File: src/rtl/usb_bulk_pktgen.sv
// rtl/usb_bulk_pktgen.sv - BULK IN test-pattern generator with optional BULK OUT loopback checker.
// Optional checker compiled in with macro PKTGEN_CHECKER_EN.
module usb_bulk_pktgen #(
  parameter int WIDTH = 8,
  parameter int LBITS = 10,
  parameter int GAP   = 4
) (
  input  logic             usb_clock,
  input  logic             arst_n,
  input  logic             enable_i,
  input  logic [2:0]       config_i,
  input  logic [LBITS-1:0] len_i,
  input  logic [1:0]       mode_i,
  output logic             m_tvalid,
  input  logic             m_tready,
  output logic             m_tlast,
  output logic [WIDTH-1:0] m_tdata,
  input  logic             s_tvalid,
  output logic             s_tready,
  input  logic             s_tlast,
  input  logic [WIDTH-1:0] s_tdata,
  output logic             busy_o,
  output logic [15:0]      pkt_count_o,
  output logic [15:0]      err_count_o
);

  typedef enum logic [1:0] {ST_IDLE, ST_SEND, ST_GAP} state_t;

  localparam logic [15:0] SEED = 16'hACE1;

  state_t           state;
  logic [LBITS-1:0] len_q;
  logic [1:0]       mode_q;
  logic [LBITS-1:0] beat;
  logic [15:0]      lfsr;
  logic [15:0]      gap_cnt;

  // Fibonacci x^16+x^14+x^13+x^11+1, shifting right; taps land on bits 0,2,3,5.
  function automatic logic [15:0] lfsr_next(input logic [15:0] s);
    return {s[0] ^ s[2] ^ s[3] ^ s[5], s[15:1]};
  endfunction

  function automatic logic [WIDTH-1:0] pattern(input logic [1:0] mode,
                                               input logic [LBITS-1:0] k,
                                               input logic [15:0] s);
    logic [31:0] wide;
    case (mode)
      2'd1:    wide = {s, s};
      2'd2:    wide = {4{8'hA5}};
      default: wide = 32'(k);
    endcase
    return wide[WIDTH-1:0];
  endfunction

  logic             start;
  logic             fire;
  logic [LBITS-1:0] beat_nx;
  logic [15:0]      lfsr_nx;

  assign start   = enable_i && (config_i != 3'd0) && (len_i != '0);
  assign fire    = m_tvalid && m_tready;
  assign beat_nx = beat + 1'b1;
  assign lfsr_nx = lfsr_next(lfsr);

  always_ff @(posedge usb_clock or negedge arst_n) begin
    if (!arst_n) begin
      state       <= ST_IDLE;
      m_tvalid    <= 1'b0;
      m_tlast     <= 1'b0;
      m_tdata     <= '0;
      busy_o      <= 1'b0;
      pkt_count_o <= '0;
      len_q       <= '0;
      mode_q      <= '0;
      beat        <= '0;
      lfsr        <= SEED;
      gap_cnt     <= '0;
      s_tready    <= 1'b0;
    end else begin
      s_tready <= 1'b1;
      case (state)
        ST_IDLE: begin
          if (start) begin
            state    <= ST_SEND;
            busy_o   <= 1'b1;
            len_q    <= len_i;
            mode_q   <= mode_i;
            beat     <= '0;
            lfsr     <= SEED;
            m_tvalid <= 1'b1;
            m_tdata  <= pattern(mode_i, '0, SEED);
            m_tlast  <= (len_i == LBITS'(1));
          end
        end
        ST_SEND: begin
          if (fire) begin
            if (m_tlast) begin
              m_tvalid    <= 1'b0;
              m_tlast     <= 1'b0;
              pkt_count_o <= pkt_count_o + 16'd1;
              if (GAP == 0) begin
                state  <= ST_IDLE;
                busy_o <= 1'b0;
              end else begin
                state   <= ST_GAP;
                gap_cnt <= 16'(GAP);
              end
            end else begin
              beat    <= beat_nx;
              lfsr    <= lfsr_nx;
              m_tdata <= pattern(mode_q, beat_nx, lfsr_nx);
              m_tlast <= (beat_nx == len_q - 1'b1);
            end
          end
        end
        ST_GAP: begin
          if (gap_cnt <= 16'd1) begin
            state  <= ST_IDLE;
            busy_o <= 1'b0;
          end else begin
            gap_cnt <= gap_cnt - 16'd1;
          end
        end
        default: begin
          state  <= ST_IDLE;
          busy_o <= 1'b0;
        end
      endcase
    end
  end

`ifdef PKTGEN_CHECKER_EN
  // The checker regenerates the sequence from the generator's latched mode/len,
  // so it assumes the loopback carries the packet currently being generated.
  logic [LBITS-1:0] chk_idx;
  logic [15:0]      chk_lfsr;
  logic             s_fire;
  logic [WIDTH-1:0] chk_exp;
  logic [1:0]       err_inc;
  logic [16:0]      err_sum;

  assign s_fire  = s_tvalid && s_tready;
  assign chk_exp = pattern(mode_q, chk_idx, chk_lfsr);

  always_comb begin
    err_inc = 2'd0;
    if (s_fire && (s_tdata != chk_exp)) err_inc = err_inc + 2'd1;
    if (s_fire && (s_tlast != (chk_idx == len_q - 1'b1))) err_inc = err_inc + 2'd1;
    err_sum = {1'b0, err_count_o} + 17'(err_inc);
  end

  always_ff @(posedge usb_clock or negedge arst_n) begin
    if (!arst_n) begin
      chk_idx     <= '0;
      chk_lfsr    <= SEED;
      err_count_o <= '0;
    end else begin
      err_count_o <= err_sum[16] ? 16'hFFFF : err_sum[15:0];
      if (s_fire) begin
        if (s_tlast) begin
          chk_idx  <= '0;
          chk_lfsr <= SEED;
        end else begin
          chk_idx  <= chk_idx + 1'b1;
          chk_lfsr <= lfsr_next(chk_lfsr);
        end
      end
    end
  end
`else
  logic unused_sink;
  assign unused_sink = ^{s_tvalid, s_tlast, s_tdata};
  assign err_count_o = '0;
`endif

endmodule

File: config.mk
export PLATFORM = sky130hd
export DESIGN_NAME = usb_bulk_pktgen
export DESIGN_NICKNAME = d
export VERILOG_FILES = /design/src/rtl/usb_bulk_pktgen.sv
export SDC_FILE = /design/constraint.sdc
export NUM_CORES = 1
export LEC_CHECK = 0
export ABC_AREA = 1
export CORE_MARGIN = 2
export CORE_UTILIZATION = 38
export CTS_CLUSTER_SIZE = 24
export DETAILED_ROUTE_END_ITERATION = 16
export PLACE_DENSITY = 0.58
export SLEW_MARGIN = 20
export SYNTH_ARGS = -nofsm -noshare
export SYNTH_HDL_FRONTEND = slang
export SYNTH_SLANG_ARGS = --single-unit
File: constraint.sdc
create_clock -name usb_clock -period 2.1 [get_ports usb_clock]
set_clock_uncertainty 0.05 [all_clocks]
set_input_delay 0.525 -clock usb_clock [delete_from_list [all_inputs] [get_ports usb_clock]]
set_output_delay 0.525 -clock usb_clock [all_outputs]
set_load 0.005 [all_outputs]
Yosys cells after proc, flatten, opt, wreduce, memory -nomap -nowiden
Index checks and enable logic that the tools add are counted.
{ "op_classes": {"n_reduce_logical": 16, "n_eq_ne": 14, "magnitude_cmp": 1, "add_sub_neg": 4, "muxes": 33, "bitwise_logic": 4} }
{ "ops": {"columns": ["operator", "n"], "rows": [
  ["16-bit 2-to-1 mux", 6],
  ["16-bit one-hot mux with 2 select lines", 2],
  ["8-bit one-hot mux with 2 select lines", 3],
  ["10-bit 2-to-1 mux", 3],
  ["8-bit 2-to-1 mux", 3],
  ["10-bit one-hot mux with 2 select lines", 1],
  ["16-bit by 1-bit adder with 16-bit output (second input constant)", 1],
  ["16-bit by 1-bit less-or-equal comparator with 1-bit output (second input constant)", 1],
  ["4-bit AND reduction", 4],
  ["16-bit by 1-bit subtractor with 16-bit output (second input constant)", 1],
  ["2-bit inequality test (second input constant)", 6],
  ["10-bit by 1-bit adder with 10-bit output (second input constant)", 1],
  ["10-bit by 1-bit == test with 1-bit output (second input constant)", 1],
  ["10-bit == test", 1],
  ["10-bit nonzero test", 1],
  ["10-bit by 1-bit subtractor with 10-bit output (second input constant)", 1],
  ["3-bit AND reduction", 3],
  ["2-bit 2-to-1 mux", 4],
  ["1-bit 2-to-1 mux", 7],
  ["2-bit by 1-bit == test with 1-bit output (second input constant)", 3],
  ["2-bit == test (second input constant)", 3],
  ["2-bit one-hot mux with 3 select lines", 1],
  ["1-bit one-hot mux with 2 select lines", 2],
  ["2-bit nonzero test", 2],
  ["other kinds (7)", 11]
]} }
{ "word_totals": {"input_bits": 29, "elab_cells": 84, "reg_bits": 84} }

Longest topological paths before layout
Gate-level depths: netlist of run 1.
{ "logic_depth": {"depth_word": 6, "ltp_mapped": 13, "ltp_nobuf": 13} }

Least setup slack after synthesis of run 1
OpenSTA, ideal clock, no wires.
{ "synth_timing": {"kind": "input-to-reg", "startpoint": "input m_tready", "endpoint": "register pkt_count_o[14]", "n_path_buf": 0, "stages": 10, "arrival_time_ns": 1.490, "path_slack_ns": 0.437, "required_ns": 1.927, "setup_ns": 0.123, "cell_sequence": "nand2_1 clkinv_2 nand2_4 nor2_8 nand3_2 nor2_4 nand2_2 nor2_4 nand4_1 xnor2_1"} }
{ "synth_between": {"elab_chain_cells": 2} }
{ "synth_rtl": {"columns": ["element", "line", "text"], "rows": [
  ["from (decl)", "15", "input logic m_tready,"],
  ["1-bit logical AND", "61", "assign fire = m_tvalid && m_tready;"],
  ["3-bit AND reduction (no source line)", null, null],
  ["to (signal assigned)", "100", "pkt_count_o <= pkt_count_o + 16'd1;"],
  ["to (decl)", "23", "output logic [15:0] pkt_count_o,"]
]} }
Every way passes these cells.
A chain may end at the register's enable or synchronous reset.

Worst setup path in the final report of run 1
{ "layout_timing": {"startpoint": "register m_tlast", "endpoint": "output m_tlast"} }
{ "layout_rtl": {"columns": ["element", "line", "text"], "rows": [
  ["from (decl)", "16", "output logic m_tlast,"],
  ["from (signal assigned)", "92", "m_tlast <= (len_i == LBITS'(1));"],
  ["from (signal assigned)", "112", "m_tlast <= (beat_nx == len_q - 1'b1);"]
]} }
No word-level cell between the ends.

==> impl_metrics.tcl, run 1 <==
set metrics [dict create \
    outcome "complete, no violations" \
    timing.critical_path.cells "clkdlybuf4s50_1" \
    gr-total-overflow 0 \
    hpwl_um 7880 \
    switchingPower_uw 3300 \
    post_cts.resized_instances 0 \
    drt-pass1-iter-count 4 \
    grt_setup_unrepaired "no" \
    slowest_delay_ns 0.57 \
    fp.coreArea_um2 12100 \
    synth.lib_cells_used.distinct 36 \
    synth_area_per_cell_um2 7.87 \
    syn-cell-area_um2 4740 \
    number_of_placed_instances_taps_included 838 \
    clock-root-buffer "clkbuf_16" \
    reg2reg_start "beat[0]" \
    dr_total_vias 4046 \
    power.switching_fraction_pct 40.7 \
    cts-htree-levels 3 \
    power_frac_seq_pct 34.7 \
    synth_adder_area_share_pct 2.37 \
    nFillCells 1215 \
    synthToLayoutAreaGrowth_pct 23.9 \
    cts_made_buffers 9 \
    final-setup-viol-count 0 \
    ys_seq_area_share_pct 44.5 \
    timing.critical_path.from "m_tlast" \
    cts_hold_buffers 0 \
    viasPerCell 4.74 \
    postSynthCellCount 603 \
    maxCapViolCount 0 \
    maxSlewViolCount 0 \
    comb_power_share_pct 45.5 \
    cts_setup_buffers 0 \
    grt_max_degree 44 \
    cp_num_buf_inv 1 \
    synth_xor_area_share_pct 4.62 \
    period_minus_slack_ns 1.92 \
    clock_insertion_delay_worst_skew_ns 0.34 \
    postSynth.asyncResetShare_pct 100 \
    postLayoutCellArea_um2 5880 \
    synth_edf_count 0 \
    wl_um 10500 \
    die-area_um2 13400 \
    critical_path_required_ns 1.52 \
    max_freq_ghz 0.521 \
    clock_pin_transition_on_the_worst_setup_and_hold_timing_paths_ns 0.06 \
    hold_violations 0 \
    antenna_cells_inserted 0 \
    finalCritPeriodShare_pct 91.3 \
    min_path_type "input port to async pin" \
    dieHeight_um 116 \
    crit_path_max_fanout 4 \
    worst_vdd_rail_ir_drop_v 0.000906 \
    register_area_um2 2110 \
    synth_compound_gate_area_share_pct 10.4 \
    drive_above_1_share_pct 12.5 \
    wl_per_cell_um 12.3 \
    cts_max_path_buffers 2 \
    detailed_place.area_um2 5580 \
    cts_sinks 84 \
    end_kind "primary output" \
    multiInputGateArea_um2 2220 \
    starting_utilization_of_the_core_area_pct 39.2 \
    synth_warnings 0 \
    drcViolationCount 0 \
    fraction_of_power_consumed_by_the_clock_network_pct 19.8 \
    first_pass_grt_wire_length_um 17700 \
    cellLeakagePower_uw 0.00287 \
    synth_top_family_by_area "simple AND/OR/NAND/NOR gates" \
    grt_pass1_vias 3770 \
    finish.cell_count_without_fillers 854 \
    post-layout-total-power_uw 8100 \
    post_synth_mux_area_share_pct 0 \
    die_w_um 116 \
    critical-path-top-delay-family "buffers and inverters" \
    place.port_buffers 46 \
    io_pins 73 \
    synthSimpleGateAreaFrac_pct 28.1 \
    drt-initial-drc-count 197 \
    yosys_register_bits 84 \
    gpl.final_weighted_congestion 0.840 \
    synthFlopType "dfrtp_1" \
    ant_nets 0 \
    cts_tree "done" \
    globalRouteTotalUtil_pct 16.8 \
    critPathLaunchType "flip-flop" \
    antenna_found_initial 0 \
    worstPathArrival_ns 1.34 \
    worst-setup-path-type "flip-flop to primary output" \
    finalNetCount 719 \
    power_density_nw_per_um2 1380 \
    worst_path_max_delay_cell "clkdlybuf4s50_1" \
    placement_rows 40 \
    p_int_uw 4800 \
]
==> cells in the mapped netlist, types with 2 or more instances <==
master | n | area (um2)
clkbuf_1 | 7 | 26.3
o31ai_1 | 4 | 30.0
conb_1 | 2 | 7.51
nand4_1 | 11 | 68.8
inv_2 | 3 | 11.3
nor3_2 | 2 | 20.0
nor2_1 | 63 | 236
nand2_2 | 5 | 31.3
nand3_1 | 31 | 155
o22ai_1 | 13 | 81.3
nand2_1 | 151 | 567
nand2_4 | 4 | 45.0
a21oi_1 | 12 | 60.1
ha_1 | 9 | 113
nor2_2 | 3 | 18.8
nor4_1 | 3 | 18.8
nor2_4 | 7 | 78.8
dfstp_2 | 8 | 210
dfrtp_1 | 76 | 1900
o21ai_0 | 41 | 205
xnor2_1 | 11 | 96.3
xor2_1 | 14 | 123
a31oi_1 | 8 | 50.1
o211ai_1 | 6 | 45.0
buf_2 | 5 | 25.0
buf_4 | 17 | 128
nor3_1 | 7 | 35.0
inv_1 | 72 | 270
==> area by class of cell <==
class                   instances  share of cell area (%)
inverters                      76                    4.88
repair buffers                 81                    12.7
clock inverters                 2                   0.596
multi-input cells             429                    37.8
clock buffers                  14                    4.49
flip-flops and latches         84                    35.9
well taps                     168                    3.58
==> power by group through the flow <==
stage                     clock, uW  sequential, uW  combinational [uW]
after floorplan                   0            2720                2570
after global placement            0            2810                3630
after detailed placement          0            2830                3690
after CTS                      1660            2810                3710
after global routing           1720            2910                4240
final                          1610            2810                3680
==> routing by layer <==
layer	vias to the layer above	part of all wire (%)	GRT usage, %	wire length (um)
li1	2056	-	-	-
met1	1922	47	21.5	4980
met2	60	48	28.1	5080
met3	8	3.0	4.86	315
met4	0	1.1	4.37	119
met5	-	0	0	0
==> sequential cells by signal, summed over array words and instances, names as in the netlist <==
| signal | cells |
|---|---|
| gap_cnt | 16 |
| lfsr | 16 |
| pkt_count_o | 16 |
| beat | 10 |
| len_q | 10 |
| m_tdata | 8 |
| mode_q | 2 |
| state | 2 |
| busy_o | 1 |
| m_tlast | 1 |
| m_tvalid | 1 |
| s_tready | 1 |
==> worst paths after layout <==
kind	depth (start not counted)	endpoint	slack, ns
max in group asynchronous	2	lfsr[13]	1.33
min in group usb_clock	1	pkt_count_o[15]	0.43
setup / recovery	1	m_tlast	0.18
hold / removal	1	lfsr[4]	0.05
hold reg to reg	1	pkt_count_o[15]	0.43
setup reg to reg	11	m_tlast	0.22
==> cells by family after synthesis <==
group | Yosys count
AO/OA/AOI/OAI | 87
XOR/XNOR | 25
adder cells (fa/ha/maj) | 9
buffers and inverters | 105
flip-flops | 84
other | 2
AND/OR/NAND/NOR | 291
==> cells in the final DEF, fill, tap and decap left out, types with 13 or more instances in the layout <==
cell	count
o22ai_1	13
nand2_1	151
o21ai_0	41
nor2_1	63
dfrtp_1	76
inv_1	72
buf_4	34
conb_1	17
clkdlybuf4s50_1	45
nand3_1	31
xor2_1	14
==> through the flow <==
step	utilization (%)	hold slack, ns	TNS (ns)	setup slack, ns
2_1_floorplan	-	0.179	0	0.437
3_3_place_gp	46.0	0.411	-5.80	-0.156
3_5_place_dp	46.0	0.412	-5.96	-0.168
4_1_cts	48.5	0.0453	0	0.156
5_1_grt	48.5	0.0629	0	0.0256
6_report	48.5	0.0488	0	0.182
(Power assumes the default switching activity.)
==> run 2: changes to the inputs <==
- CAP_MARGIN: default -> 20
==> results of run 2 <==
The final DEF is identical to that of run 1; final timing and power are the same.
